==> config.mk <==
export PLATFORM = sky130hd
export DESIGN_NAME = dm_access_ctrl_flat
export DESIGN_NICKNAME = d
export VERILOG_FILES = /design/src/rtl/dm_access_ctrl_pkg.sv /design/src/rtl/dm_access_ctrl_if.sv /design/src/rtl/dm_access_ctrl_lane.sv /design/src/rtl/dm_access_ctrl.sv /design/src/flat_wrapper.sv
export SDC_FILE = /design/constraint.sdc
export NUM_CORES = 1
export LEC_CHECK = 0
export ABC_CLOCK_PERIOD_IN_PS = 2400
export CORE_AREA = 2 2 115 117
export DETAILED_ROUTE_END_ITERATION = 12
export DIE_AREA = 0 0 117 119
export PLACE_DENSITY = 0.78
export SYNTH_ARGS = -nofsm -noshare
export SYNTH_HDL_FRONTEND = slang
export SYNTH_SLANG_ARGS = --single-unit
==> constraint.sdc <==
create_clock -name clk -period 2.4 [get_ports clk]
set_input_delay 0.24 -clock clk [delete_from_list [all_inputs] [get_ports clk]]
set_output_delay 0.24 -clock clk [all_outputs]
set_load 0.02 [all_outputs]
==> src/rtl/dm_access_ctrl_pkg.sv <==
// Shared definitions for the MEM-stage data-memory access sequencer:
// access-size / extension codes, FSM state encodings, latched lane info,
// and the misalignment predicate used when DM_ALIGN_CHK_EN is defined.
package dm_access_ctrl_pkg;

    // Access size codes (besel)
    localparam logic [1:0] BESEL_B = 2'b00;
    localparam logic [1:0] BESEL_H = 2'b01;
    localparam logic [1:0] BESEL_W = 2'b10;

    // Load extension codes (bextop)
    localparam logic BEXTOP_ZERO = 1'b0;
    localparam logic BEXTOP_SIGN = 1'b1;

    typedef enum logic [1:0] {
        DMS_IDLE = 2'd0,
        DMS_REQ  = 2'd1,
        DMS_DONE = 2'd2
    } dm_state_e;

    // Lane information captured when a transaction starts; the load path
    // needs it again when bus_ack returns the word.
    typedef struct packed {
        logic [1:0] besel;
        logic       bextop;
        logic [1:0] off;
    } dm_lane_t;

    // Halves need addr[0]==0, words need addr[1:0]==0; bytes never misalign.
    function automatic logic misaligned(input logic [1:0] bs, input logic [1:0] off);
        logic m;
        m = 1'b0;
        case (bs)
            BESEL_B: m = 1'b0;
            BESEL_H: m = off[0];
            default: m = (off != 2'b00);
        endcase
        return m;
    endfunction

endpackage

==> src/rtl/dm_access_ctrl_if.sv <==
// Variable-latency data-memory bus: one registered request, one-cycle ack.
interface dm_access_ctrl_if;
    logic        bus_req;
    logic        bus_we;
    logic [3:0]  bus_be;
    logic [31:0] bus_addr;
    logic [31:0] bus_wdata;
    logic        bus_ack;
    logic [31:0] bus_rdata;

    modport master (
        output bus_req, bus_we, bus_be, bus_addr, bus_wdata,
        input  bus_ack, bus_rdata
    );

    modport slave (
        input  bus_req, bus_we, bus_be, bus_addr, bus_wdata,
        output bus_ack, bus_rdata
    );
endinterface

==> src/rtl/dm_access_ctrl_lane.sv <==
// dm_lane: purely combinational byte-lane logic. The store side turns size
// and offset into byte enables plus lane-replicated data; the load side picks
// the addressed byte/half out of a bus word and extends it. The two sides
// have independent inputs so the caller can feed live and latched lane info.
module dm_lane
    import dm_access_ctrl_pkg::*;
(
    input  logic [1:0]  st_besel,
    input  logic [1:0]  st_off,
    input  logic [31:0] wdata,
    output logic [3:0]  be,
    output logic [31:0] wdata_rep,
    input  logic [1:0]  ld_besel,
    input  logic        ld_bextop,
    input  logic [1:0]  ld_off,
    input  logic [31:0] rdata,
    output logic [31:0] rdata_ext
);

    logic [7:0]  ld_byte;
    logic [15:0] ld_half;

    // Store side: byte enables and replicated store data
    always_comb begin
        be        = 4'b1111;
        wdata_rep = wdata;
        case (st_besel)
            BESEL_B: begin
                be        = 4'b0001 << st_off;
                wdata_rep = {4{wdata[7:0]}};
            end
            BESEL_H: begin
                be        = st_off[1] ? 4'b1100 : 4'b0011;
                wdata_rep = {2{wdata[15:0]}};
            end
            default: ;
        endcase
    end

    // Load side: select the addressed lane, then sign/zero extend
    always_comb begin
        ld_byte   = rdata[{ld_off, 3'b000} +: 8];
        ld_half   = ld_off[1] ? rdata[31:16] : rdata[15:0];
        rdata_ext = rdata;
        case (ld_besel)
            BESEL_B: rdata_ext = ld_bextop ? {{24{ld_byte[7]}}, ld_byte}
                                           : {24'h0, ld_byte};
            BESEL_H: rdata_ext = ld_bextop ? {{16{ld_half[15]}}, ld_half}
                                           : {16'h0, ld_half};
            default: ;
        endcase
    end

endmodule

==> src/rtl/dm_access_ctrl.sv <==
// dm_access_ctrl: MEM-stage data-memory access sequencer. Each load/store
// runs one req/ack transaction (IDLE -> REQ -> DONE), stalling IF..MEM until
// DONE, then hands the extended load word to WB via rdata_M.
// A transaction with no ack is abandoned after TIMEOUT REQ cycles and sets
// the sticky tmo_err.
// Optional: DM_ALIGN_CHK_EN -- misaligned H/W accesses skip the bus and
// finish in DONE with align_err; otherwise the low address bits are ignored.
module dm_access_ctrl
    import dm_access_ctrl_pkg::*;
#(
    parameter int TIMEOUT = 255,
    parameter int TCW     = 8
) (
    input  logic                    clk,
    input  logic                    rst,
    input  logic                    mem_rd,
    input  logic                    mem_wr,
    input  logic [1:0]              besel,
    input  logic                    bextop,
    input  logic [31:0]             addr,
    input  logic [31:0]             wdata,
    dm_access_ctrl_if.master        bus,
    output logic                    stall_M,
    output logic [31:0]             rdata_M,
    output logic                    done_M,
    output logic                    tmo_err,
    output logic                    align_err
);

    dm_state_e      state, state_nxt;
    logic [TCW-1:0] cnt;
    dm_lane_t       lane_q;
    logic           start;
    logic           misal;
    logic           cnt_last;
    logic [3:0]     be_w;
    logic [31:0]    wdata_w;
    logic [31:0]    rext_w;

    assign start = mem_rd | mem_wr;

`ifdef DM_ALIGN_CHK_EN
    assign misal = misaligned(besel, addr[1:0]);
`else
    assign misal = 1'b0;
`endif

    // The REQ cycle in which the incremented count reaches TIMEOUT is the
    // last one, so an unanswered request spends exactly TIMEOUT cycles in REQ.
    assign cnt_last = (cnt + TCW'(1)) == TCW'(TIMEOUT);

    assign stall_M = start && (state != DMS_DONE);
    assign done_M  = (state == DMS_DONE);

    dm_lane u_lane (
        .st_besel  (besel),
        .st_off    (addr[1:0]),
        .wdata     (wdata),
        .be        (be_w),
        .wdata_rep (wdata_w),
        .ld_besel  (lane_q.besel),
        .ld_bextop (lane_q.bextop),
        .ld_off    (lane_q.off),
        .rdata     (bus.bus_rdata),
        .rdata_ext (rext_w)
    );

    // State register
    always_ff @(posedge clk or negedge rst) begin
        if (!rst) state <= DMS_IDLE;
        else      state <= state_nxt;
    end

    // Next-state: ack has priority over timeout in the same REQ cycle
    always_comb begin
        state_nxt = state;
        case (state)
            DMS_IDLE: if (start) state_nxt = misal ? DMS_DONE : DMS_REQ;
            DMS_REQ:  if (bus.bus_ack || cnt_last) state_nxt = DMS_DONE;
            DMS_DONE: state_nxt = DMS_IDLE;
            default:  state_nxt = DMS_IDLE;
        endcase
    end

    // Bus drive, timeout counter, lane latch and load result
    always_ff @(posedge clk or negedge rst) begin
        if (!rst) begin
            bus.bus_req   <= 1'b0;
            bus.bus_we    <= 1'b0;
            bus.bus_be    <= 4'b0;
            bus.bus_addr  <= 32'h0;
            bus.bus_wdata <= 32'h0;
            cnt           <= '0;
            lane_q        <= '0;
            rdata_M       <= 32'h0;
            tmo_err       <= 1'b0;
        end else begin
            case (state)
                DMS_IDLE: begin
                    cnt <= '0;
                    if (start) begin
                        lane_q.besel  <= besel;
                        lane_q.bextop <= bextop;
                        lane_q.off    <= addr[1:0];
                        if (misal) begin
                            rdata_M <= 32'h0;
                        end else begin
                            bus.bus_req   <= 1'b1;
                            bus.bus_we    <= mem_wr;  // write wins over read
                            bus.bus_be    <= be_w;
                            bus.bus_addr  <= {addr[31:2], 2'b00};
                            bus.bus_wdata <= wdata_w;
                        end
                    end
                end
                DMS_REQ: begin
                    cnt <= cnt + TCW'(1);
                    if (bus.bus_ack) begin
                        bus.bus_req <= 1'b0;
                        bus.bus_we  <= 1'b0;
                        if (!bus.bus_we) rdata_M <= rext_w;
                    end else if (cnt_last) begin
                        bus.bus_req <= 1'b0;
                        bus.bus_we  <= 1'b0;
                        tmo_err     <= 1'b1;
                        rdata_M     <= 32'h0;
                    end
                end
                DMS_DONE: cnt <= '0;
                default:  cnt <= '0;
            endcase
        end
    end

`ifdef DM_ALIGN_CHK_EN
    logic align_q;

    // Flag raised only for the DONE cycle reached by skipping the bus
    always_ff @(posedge clk or negedge rst) begin
        if (!rst) align_q <= 1'b0;
        else      align_q <= (state == DMS_IDLE) && start && misal;
    end

    assign align_err = align_q;
`else
    assign align_err = 1'b0;
`endif

endmodule

==> src/flat_wrapper.sv <==
// flat-port wrapper written by rule: the top's interface ports become plain ports
module dm_access_ctrl_flat import dm_access_ctrl_pkg::*;
#(
    parameter int TIMEOUT = 255,
    parameter int TCW     = 8
)
  (clk, rst, mem_rd, mem_wr, besel, bextop, addr, wdata, stall_M, rdata_M, done_M, tmo_err, align_err, bus_bus_req, bus_bus_we, bus_bus_be, bus_bus_addr, bus_bus_wdata, bus_bus_ack, bus_bus_rdata);
  dm_access_ctrl_if bus_i ();
  input  logic clk;
  input  logic rst;
  input  logic mem_rd;
  input  logic mem_wr;
  input  logic [1:0] besel;
  input  logic bextop;
  input  logic [31:0] addr;
  input  logic [31:0] wdata;
  output logic stall_M;
  output logic [31:0] rdata_M;
  output logic done_M;
  output logic tmo_err;
  output logic align_err;
  output wire logic [$bits(bus_i.bus_req)-1:0] bus_bus_req;
  output wire logic [$bits(bus_i.bus_we)-1:0] bus_bus_we;
  output wire logic [$bits(bus_i.bus_be)-1:0] bus_bus_be;
  output wire logic [$bits(bus_i.bus_addr)-1:0] bus_bus_addr;
  output wire logic [$bits(bus_i.bus_wdata)-1:0] bus_bus_wdata;
  input wire logic [$bits(bus_i.bus_ack)-1:0] bus_bus_ack;
  input wire logic [$bits(bus_i.bus_rdata)-1:0] bus_bus_rdata;
  assign bus_bus_req = bus_i.bus_req;
  assign bus_bus_we = bus_i.bus_we;
  assign bus_bus_be = bus_i.bus_be;
  assign bus_bus_addr = bus_i.bus_addr;
  assign bus_bus_wdata = bus_i.bus_wdata;
  assign bus_i.bus_ack = bus_bus_ack;
  assign bus_i.bus_rdata = bus_bus_rdata;
  dm_access_ctrl #(.TIMEOUT(TIMEOUT), .TCW(TCW)) u_core (.clk(clk), .rst(rst), .mem_rd(mem_rd), .mem_wr(mem_wr), .besel(besel), .bextop(bextop), .addr(addr), .wdata(wdata), .bus(bus_i), .stall_M(stall_M), .rdata_M(rdata_M), .done_M(done_M), .tmo_err(tmo_err), .align_err(align_err));
endmodule
==> results of run 1 <==
==> Yosys cell counts (all sizes together) (4+ instances only) <==
cell / number / area [sq um]
a221oi: 7 / 61.3
nor2: 48 / 180
nand2b: 12 / 75.1
a22o: 15 / 131
o22ai: 9 / 62.6
nand2: 45 / 169
nand3: 4 / 20.0
dfrtp: 116 / 2900
o31ai: 6 / 45.0
a22oi: 9 / 67.6
nor2b: 4 / 25.0
a211oi: 17 / 133
a21oi: 15 / 75.1
clkbuf: 28 / 115
mux2: 48 / 541
o21ai: 35 / 175
inv: 11 / 41.3
buf: 14 / 103
nor3: 27 / 146
mux2i: 27 / 270
==> flip-flops by register name, indices dropped and copies added (netlist names) <==
signal and cells:
u_core.bus.bus_wdata 32, u_core.rdata_M 32, u_core.bus.bus_addr 30, u_core.cnt 8
u_core.lane_q 5, u_core.bus.bus_be 4, u_core.state 2, u_core.bus.bus_req 1
u_core.bus.bus_we 1, u_core.tmo_err 1
==> cells in the final DEF (no fill, tap or decap), drive strengths merged, types with 17 or more instances in the layout <==
master / instances
nor2: 48
mux2: 48
dfrtp: 116
clkdlybuf4s50: 205
o21ai: 35
mux2i: 27
buf: 17
nor3: 27
a211oi: 17
clkbuf: 21
nand2: 45
==> path summary, 6_finish.rpt <==
| kind | from | endpoint | slack [ps] | depth (start not counted) |
|---|---|---|---|---|
| setup / recovery | u_core.lane_q[3] | u_core.rdata_M[21] | 190 | 5 |
| hold reg to reg | u_core.tmo_err | u_core.tmo_err | 470 | 1 |
| max in group asynchronous | rst | u_core.rdata_M[13] | 1290 | 3 |
| setup reg to reg | u_core.lane_q[3] | u_core.rdata_M[21] | 190 | 5 |
| min in group clk | addr[29] | u_core.bus.bus_addr[29] | 430 | 2 |
| hold / removal | rst | u_core.bus.bus_addr[27] | 390 | 2 |
==> metal layers <==
| metal | vias to the layer above | share of wire (%) | global-route usage, % |
|---|---|---|---|
| li1 | 2280 | - | - |
| met1 | 2445 | 39 | 27.5 |
| met2 | 208 | 51 | 40.2 |
| met3 | 32 | 8.9 | 10.3 |
| met4 | 0 | 2.0 | 8.09 |
| met5 | - | 0 | 0 |
==> power groups by stage <==
stage / sequential [mW] / clock [mW] / combinational [mW]
after floorplan: 4.43 / 0 / 2.08
after global placement: 3.45 / 0 / 5.42
after detailed placement: 3.50 / 0 / 5.53
after CTS: 3.50 / 2.80 / 5.57
after global routing: 3.62 / 2.90 / 5.95
final: 3.49 / 2.77 / 5.54
==> cell type report <==
class	count	share of cell area [%]
sequential	116	34.3
multi-input combinational	361	29.0
timing repair buffer	223	26.1
clock buffer	21	5.43
tap	176	2.60
clock inverter	10	2.11
inverter	11	0.487
==> per-stage QoR <==
stage	setup slack, ps	cell area, sq um
6_report	194	8470
5_1_grt	38.1	8470
4_1_cts	221	8470
3_5_place_dp	105	7830
3_3_place_gp	169	7830
2_1_floorplan	531	5610
==> worst reg2reg max path, cell delays in order, from the launching register on <==
cell and delay, ps:
dfrtp_1 520, nor3b_4 270, a22oi_1 160, a211oi_2 860, a211oi_1 110, nor3_1 200
==> kinds of logic (layout without fill, tap and decap cells) <==
logic type | after synthesis | after routing | share of synthesized area (%)
buffers and inverters | 53 | 265 | 4.62
flip-flops | 116 | 116 | 51.8
adder cells (fa/ha/maj) | 2 | 2 | 0.447
AO/OA/AOI/OAI | 125 | 125 | 15.2
AND/OR/NAND/NOR | 153 | 153 | 12.8
multiplexers | 75 | 75 | 14.5
other | 1 | 3 | 0.0670
XOR/XNOR | 3 | 3 | 0.469
==> results.cfg, run 1 <==
[status]
status = finished, final reports clean

[sta]
whs_ps = 393
tns_ps = 0
max_slew.worst_pin.slew_ps = 1030
finalHoldViolCount = 0
finalCritPeriodShare_pct = 91.9
clock_skew_ps = 7.95
setup_viol = 0
fin_crit_ps = 2210
slew_viol_final = 0
relSlewSlack_pct = 31.4
grt_setup_unrepaired = no
fmax_mhz = 453

[logic_synthesis]
async_flop_share_pct = 100
synth_cell_types = 49
ys.flop_type = dfrtp_1
ys_ff_latch = 116
syn_avg_cell_area_sq_um = 10.6
synth-edff-count = 0
synthCells = 528
syn_area_sq_um = 5600
ys_seq_area_share_pct = 51.8
synth_warnings = 0

[die]
die-area_sq_um = 13900
num_rows = 42
io_pins = 210
coreArea_sq_um = 12900
start_util_pct = 43.5
die_w_um = 117
die_h_um = 119

[drt]
first_pass_iters = 5
vias_per_cell = 5.41
routedWlPerCell_um = 17.4
ant_nets = 0
wirelength_mm = 16.0
via_count = 4965
initialDrtViolationCount = 331
drcViolationCount = 0

[placement]
routabilityCongestion = 0.859
place_inst = 886
numPortBuffers = 206
dpl.hpwl_mm = 11.3

[grt]
grt_max_degree = 98
grtUsageTotal_pct = 24.1
grt_pass1_vias = 5287
antenna_found_initial = 0
grt-ovfl-total = 0
grt_pass1_wl_mm = 26.0

[clock_tree]
cts.sinks = 116
cts_root_buffer = clkbuf_16
htree_levels = 4
post_cts_resized = 0
hold_buffers = 1
postCtsSetupBuffers = 0
numCtsBuffers = 17
cts_tree = built
clock_tree.buffer_depth = 2
clock_latency_ps = 420
clk_pin_slew_ps = 50

[pwr]
comb_power_share_pct = 47.0
power_frac_seq_pct = 29.6
p_int_mw = 7.48
max-vdd-ir-drop_mv = 0.726
pwr-share-clk_pct = 23.4
p_leak_nw = 3.56
switching_power_mw = 4.32
swShare_pct = 36.6
power_density_nw_per_um2 = 1390
total_power_mw = 11.8

[cells_and_area]
regArea_sq_um = 2900
finalNonFillerCells = 918
multi_input_comb_area_sq_um = 2460
post-route-util_pct = 65.8
area_growth_pct = 51.3
layout-drive-gt1-share_pct = 14.4
nFillCells = 989
antenna_cells = 0
fin_nets = 836

[critical_path]
critPathKind = reg -> reg
cp_cell_sequence = nor3b_4 -> a22oi_1 -> a211oi_2 -> a211oi_1 -> nor3_1
critPathSlowestCell = a211oi_2
cp_max_fo = 16
slowest_delay_ps = 860
cp.required_ps = 2720
crit_arrival_ps = 2530
path_buf_inv = 0
crit_family = compound AO/OA/AOI/OAI gates
cp-start-kind = flip-flop
endpoint_kind = flip-flop

[min_path]
hold_class = in -> async

[job]
drv_cap = 0
Power figures use the tool's default switching activity.
==> run 2, diff against run 1 <==
Settings changed: GPL_TIMING_DRIVEN from default to 0, TNS_END_PERCENT from default to 1.
==> results.cfg, run 2 (synthesis gave the netlist of run 1 again) <==
[placement]
numPortBuffers = 205
routabilityCongestion = 0.895
dpl.hpwl_mm = 12.5
placed_area_sq_um = 7910
pre_cts_ws_ps = -45.6

[clock_tree]
cts_root_buffer = clkbuf_16
clk_pin_slew_ps = 50
cts.sinks = 116
htree_levels = 4
numCtsBuffers = 17
clock_tree.buffer_depth = 2
cts_tree = built
postCtsSetupBuffers = 0
clock_latency_ps = 420

[pwr]
max-vdd-ir-drop_mv = 0.733
power_density_nw_per_um2 = 1360
comb_power_share_pct = 49.4
p_int_mw = 7.18
swShare_pct = 37.8
pwr-share-clk_pct = 20.7
p_leak_nw = 3.54
power_frac_seq_pct = 29.9
total_power_mw = 11.5
switching_power_mw = 4.36

[sta]
fmax_mhz = 442
grt_setup_unrepaired = no
slew_viol_final = 0
fin_crit_ps = 2260
whs_ps = 231
finalCritPeriodShare_pct = 94.3
setup_viol = 0
setup_ws_ps = 136
max_slew.worst_pin.slew_ps = 983
relSlewSlack_pct = 34.2
clock_skew_ps = 8.84
finalHoldViolCount = 0

[critical_path]
cp_cell_sequence = or2b_2 -> clkbuf_8 -> nor3b_1 -> clkbuf_1 -> nor2_1 -> nor3_1
critPathSlowestCell = nor3b_1
cp.required_ps = 2710
critPathKind = reg -> reg
slowest_delay_ps = 550
cp-start-kind = flip-flop
crit_family = simple AND/OR/NAND/NOR gates
reg2reg_from = u_core.state[1]
endpoint_kind = flip-flop
cp_max_fo = 10
path_buf_inv = 2
crit_arrival_ps = 2580
crit_start = u_core.state[1]

[cells_and_area]
layout_commonest_cell = clkdlybuf4s50_1
layout_common_cells = 204 x clkdlybuf4s50_1, 116 x dfrtp_1, 48 x nor2_1, 48 x mux2_2, 45 x nand2_1
area_growth_pct = 51.3
largest_registers = u_core.bus.bus_wdata x32, u_core.rdata_M x32, u_core.bus.bus_addr x30
fin_area_sq_um = 8470
antenna_cells = 0
layout-drive-gt1-share_pct = 12.9
fin_nets = 862
post-route-util_pct = 65.8

[min_path]
hold_class = in -> reg
min_from = bus_bus_ack

[status]
status = finished, final reports clean

[drt]
initialDrtViolationCount = 297
routedWlPerCell_um = 17.8
via_count = 5046
wirelength_mm = 16.7
first_pass_iters = 4
ant_nets = 0
vias_per_cell = 5.36
drcViolationCount = 0

[grt]
grt-ovfl-total = 0
grtUsageTotal_pct = 25.0
grt_max_degree = 63
grt_pass1_wl_mm = 26.7
grt_pass1_vias = 5381
antenna_found_initial = 0

[die]
die_w_um = 117
die_h_um = 119
num_rows = 42
die-area_sq_um = 13900
start_util_pct = 43.5
io_pins = 210
coreArea_sq_um = 12900

[job]
drv_cap = 0
[run 2: cell types whose count changed in the layout (fill, tap and decap cells not counted), sizes merged]
cell / change
buf: -1
bufinv: -3
clkbuf: +30
clkdlybuf4s50: -1
clkinv: -1
[run 2: repair_timing]
action,in CTS,in global routing
hold buffers,1,0
setup endpoints to repair,0,3
hold endpoints to repair,54,0
resized for setup,0,1
[run 2: worst min-delay path, cell delays in order]
cell and delay (ps):
buf_4 130, a221oi_1 90, nor3_1 120
[run 2: power by group through the flow]
| stage | logic (mW) | registers [mW] | clock network, mW |
|---|---|---|---|
| 6_report | 5.70 | 3.45 | 2.39 |
| 4_1_cts | 5.72 | 3.45 | 2.43 |
| 5_1_grt | 6.13 | 3.57 | 2.51 |
| 2_1_floorplan | 2.08 | 4.43 | 0 |
| 3_5_place_dp | 5.68 | 3.47 | 0 |
| 3_3_place_gp | 5.57 | 3.41 | 0 |
[run 2: path summary, 6_finish.rpt]
path                                                end  slack [ps]  depth (start not counted)
worst min register to register           u_core.tmo_err         470                          1
worst max register to register       u_core.rdata_M[30]         140                          6
max in group asynchronous        u_core.bus.bus_addr[7]        1220                          3
min in group asynchronous       u_core.bus.bus_addr[26]         420                          2
worst min-delay path                  u_core.rdata_M[8]         230                          3
worst max-delay path                 u_core.rdata_M[30]         140                          6
[run 2: per-stage QoR]
stage,instances,TNS (ps)
2_1_floorplan,530,0
3_3_place_gp,911,-373190
3_5_place_dp,912,-789
4_1_cts,942,0
5_1_grt,942,0
6_report,942,0
[run 2: area by class of cell]
class	count	area (sq um)
flip-flops and latches	116	2900
repair buffers	207	2090
plain buffers	42	218
well taps	176	220
fillers	1010	4400
clock buffers	23	468
multi-input cells	361	2450
inverters	11	41.3
clock inverters	6	80.1
[run 2: layer usage]
layer	GRT usage [%]	routed length [um]
met5	0	0
met4	9.93	431
met3	10.6	1550
met2	40.9	8260
met1	28.6	6490
==> run 3, diff against run 2 <==
--- a/config.mk
+++ b/config.mk
@@ -7,3 +7,3 @@
 export LEC_CHECK = 0
-export ABC_CLOCK_PERIOD_IN_PS = 2400
+export ABC_CLOCK_PERIOD_IN_PS = 2450
 export CORE_AREA = 2 2 115 117
==> constraint.sdc (replaced) <==
create_clock -name clk -period 2.45 [get_ports clk]
set_input_delay 0.49 -clock clk [delete_from_list [all_inputs] [get_ports clk]]
set_output_delay 0.49 -clock clk [all_outputs]
set_load 0.02 [all_outputs]
==> results.cfg, run 3 (synthesis gave the netlist of run 1 again) <==
[drt]
initialDrtViolationCount = 279
ant_nets = 0
first_pass_iters = 5
drcViolationCount = 0
via_count = 5043
routedWlPerCell_um = 17.7
vias_per_cell = 5.36
wirelength_mm = 16.7

[clock_tree]
hold_buffers = 0
cts.sinks = 116
cts_root_buffer = clkbuf_16
cts_tree = built
postCtsSetupBuffers = 0
clock_latency_ps = 410
htree_levels = 4
post_cts_resized = 0
clock_tree.buffer_depth = 2
numCtsBuffers = 17
clk_pin_slew_ps = 50

[placement]
dpl.hpwl_mm = 12.5
numPortBuffers = 205
placed_area_sq_um = 7910
routabilityCongestion = 0.895

[critical_path]
cp-start-kind = flip-flop
endpoint_kind = flip-flop
crit_arrival_ps = 2600
critPathKind = reg -> reg
cp.required_ps = 2760
cp_max_fo = 10
reg2regPathDepth = 7

[die]
num_rows = 42
die_w_um = 117
die_h_um = 119
die-area_sq_um = 13900
coreArea_sq_um = 12900
io_pins = 210
start_util_pct = 43.5

[pwr]
max-vdd-ir-drop_mv = 0.718
power_density_nw_per_um2 = 1330
p_leak_nw = 3.54

[sta]
whs_ps = 131
grt_setup_unrepaired = no
fmax_mhz = 436
fin_crit_ps = 2290
clock_skew_ps = 7.19
tns_ps = 0
finalCritPeriodShare_pct = 93.5
max_slew.worst_pin.slew_ps = 985
setup_viol = 0
relSlewSlack_pct = 34.1
slew_viol_final = 0
finalHoldViolCount = 0

[min_path]
hold_class = in -> async

[grt]
grt_pass1_wl_mm = 26.7
grt_max_degree = 63
grt_pass1_vias = 5361
grt-ovfl-total = 0
grtUsageTotal_pct = 24.9
antenna_found_initial = 0

[cells_and_area]
antenna_cells = 0
layout_commonest_cell = clkdlybuf4s50_1
fin_area_sq_um = 8450
layout_common_cells = 204 x clkdlybuf4s50_1, 116 x dfrtp_1, 48 x nor2_1, 48 x mux2_2, 45 x nand2_1
fin_nets = 861
area_growth_pct = 50.9
largest_registers = u_core.bus.bus_wdata x32, u_core.rdata_M x32, u_core.bus.bus_addr x30
layout-drive-gt1-share_pct = 12.9

[status]
status = finished, final reports clean

[job]
drv_cap = 0
## run 3: area by class of cell
type,count,area (sq um)
inverters,11,41.3
flip-flops and latches,116,2900
fillers,1013,4420
multi-input cells,361,2450
well taps,176,220
plain buffers,42,218
clock buffers,23,468
repair buffers,206,2080
clock inverters,6,80.1
## run 3: critical path: stages, from the launching register on
cell	delay (ps)
dfrtp_1	350
buf_2	190
nor3b_4	330
a22oi_1	210
a211oi_2	490
buf_2	320
a211oi_1	90
nor3_1	200
## run 3: through the flow
step	cells	worst slack [ps]	util, %	power (mW)
after detailed placement	912	-246	61.4	8.96
after CTS	941	167	65.7	11.4
final	941	159	65.7	11.3
after floorplan	530	581	-	6.38
after global routing	941	13.9	65.7	11.9
after global placement	911	-3420	61.2	8.79
## run 3: power breakdown
part,internal (mW),switching [mW]
logic,2.67,2.89
registers,2.83,0.544
clock network,1.52,0.818
total,7.03,4.25
## run 3: path summary, 6_finish.rpt
check | end | startpoint | slack (ps)
min | u_core.bus.bus_addr[26] | rst | 130
min reg2reg | u_core.tmo_err | u_core.tmo_err | 470
min in group clk | u_core.tmo_err | u_core.tmo_err | 470
max reg2reg | u_core.rdata_M[23] | u_core.lane_q[4] | 160
max | u_core.rdata_M[23] | u_core.lane_q[4] | 160
max in group asynchronous | u_core.cnt[2] | rst | 1560
## run 3: routing by layer
layer / vias to the layer above / wire length (um) / global-route usage (%)
li1: 2331 / - / -
met1: 2478 / 6480 / 28.7
met2: 204 / 8230 / 40.7
met3: 30 / 1590 / 10.6
met4: 0 / 393 / 9.93
met5: - / 0 / 0
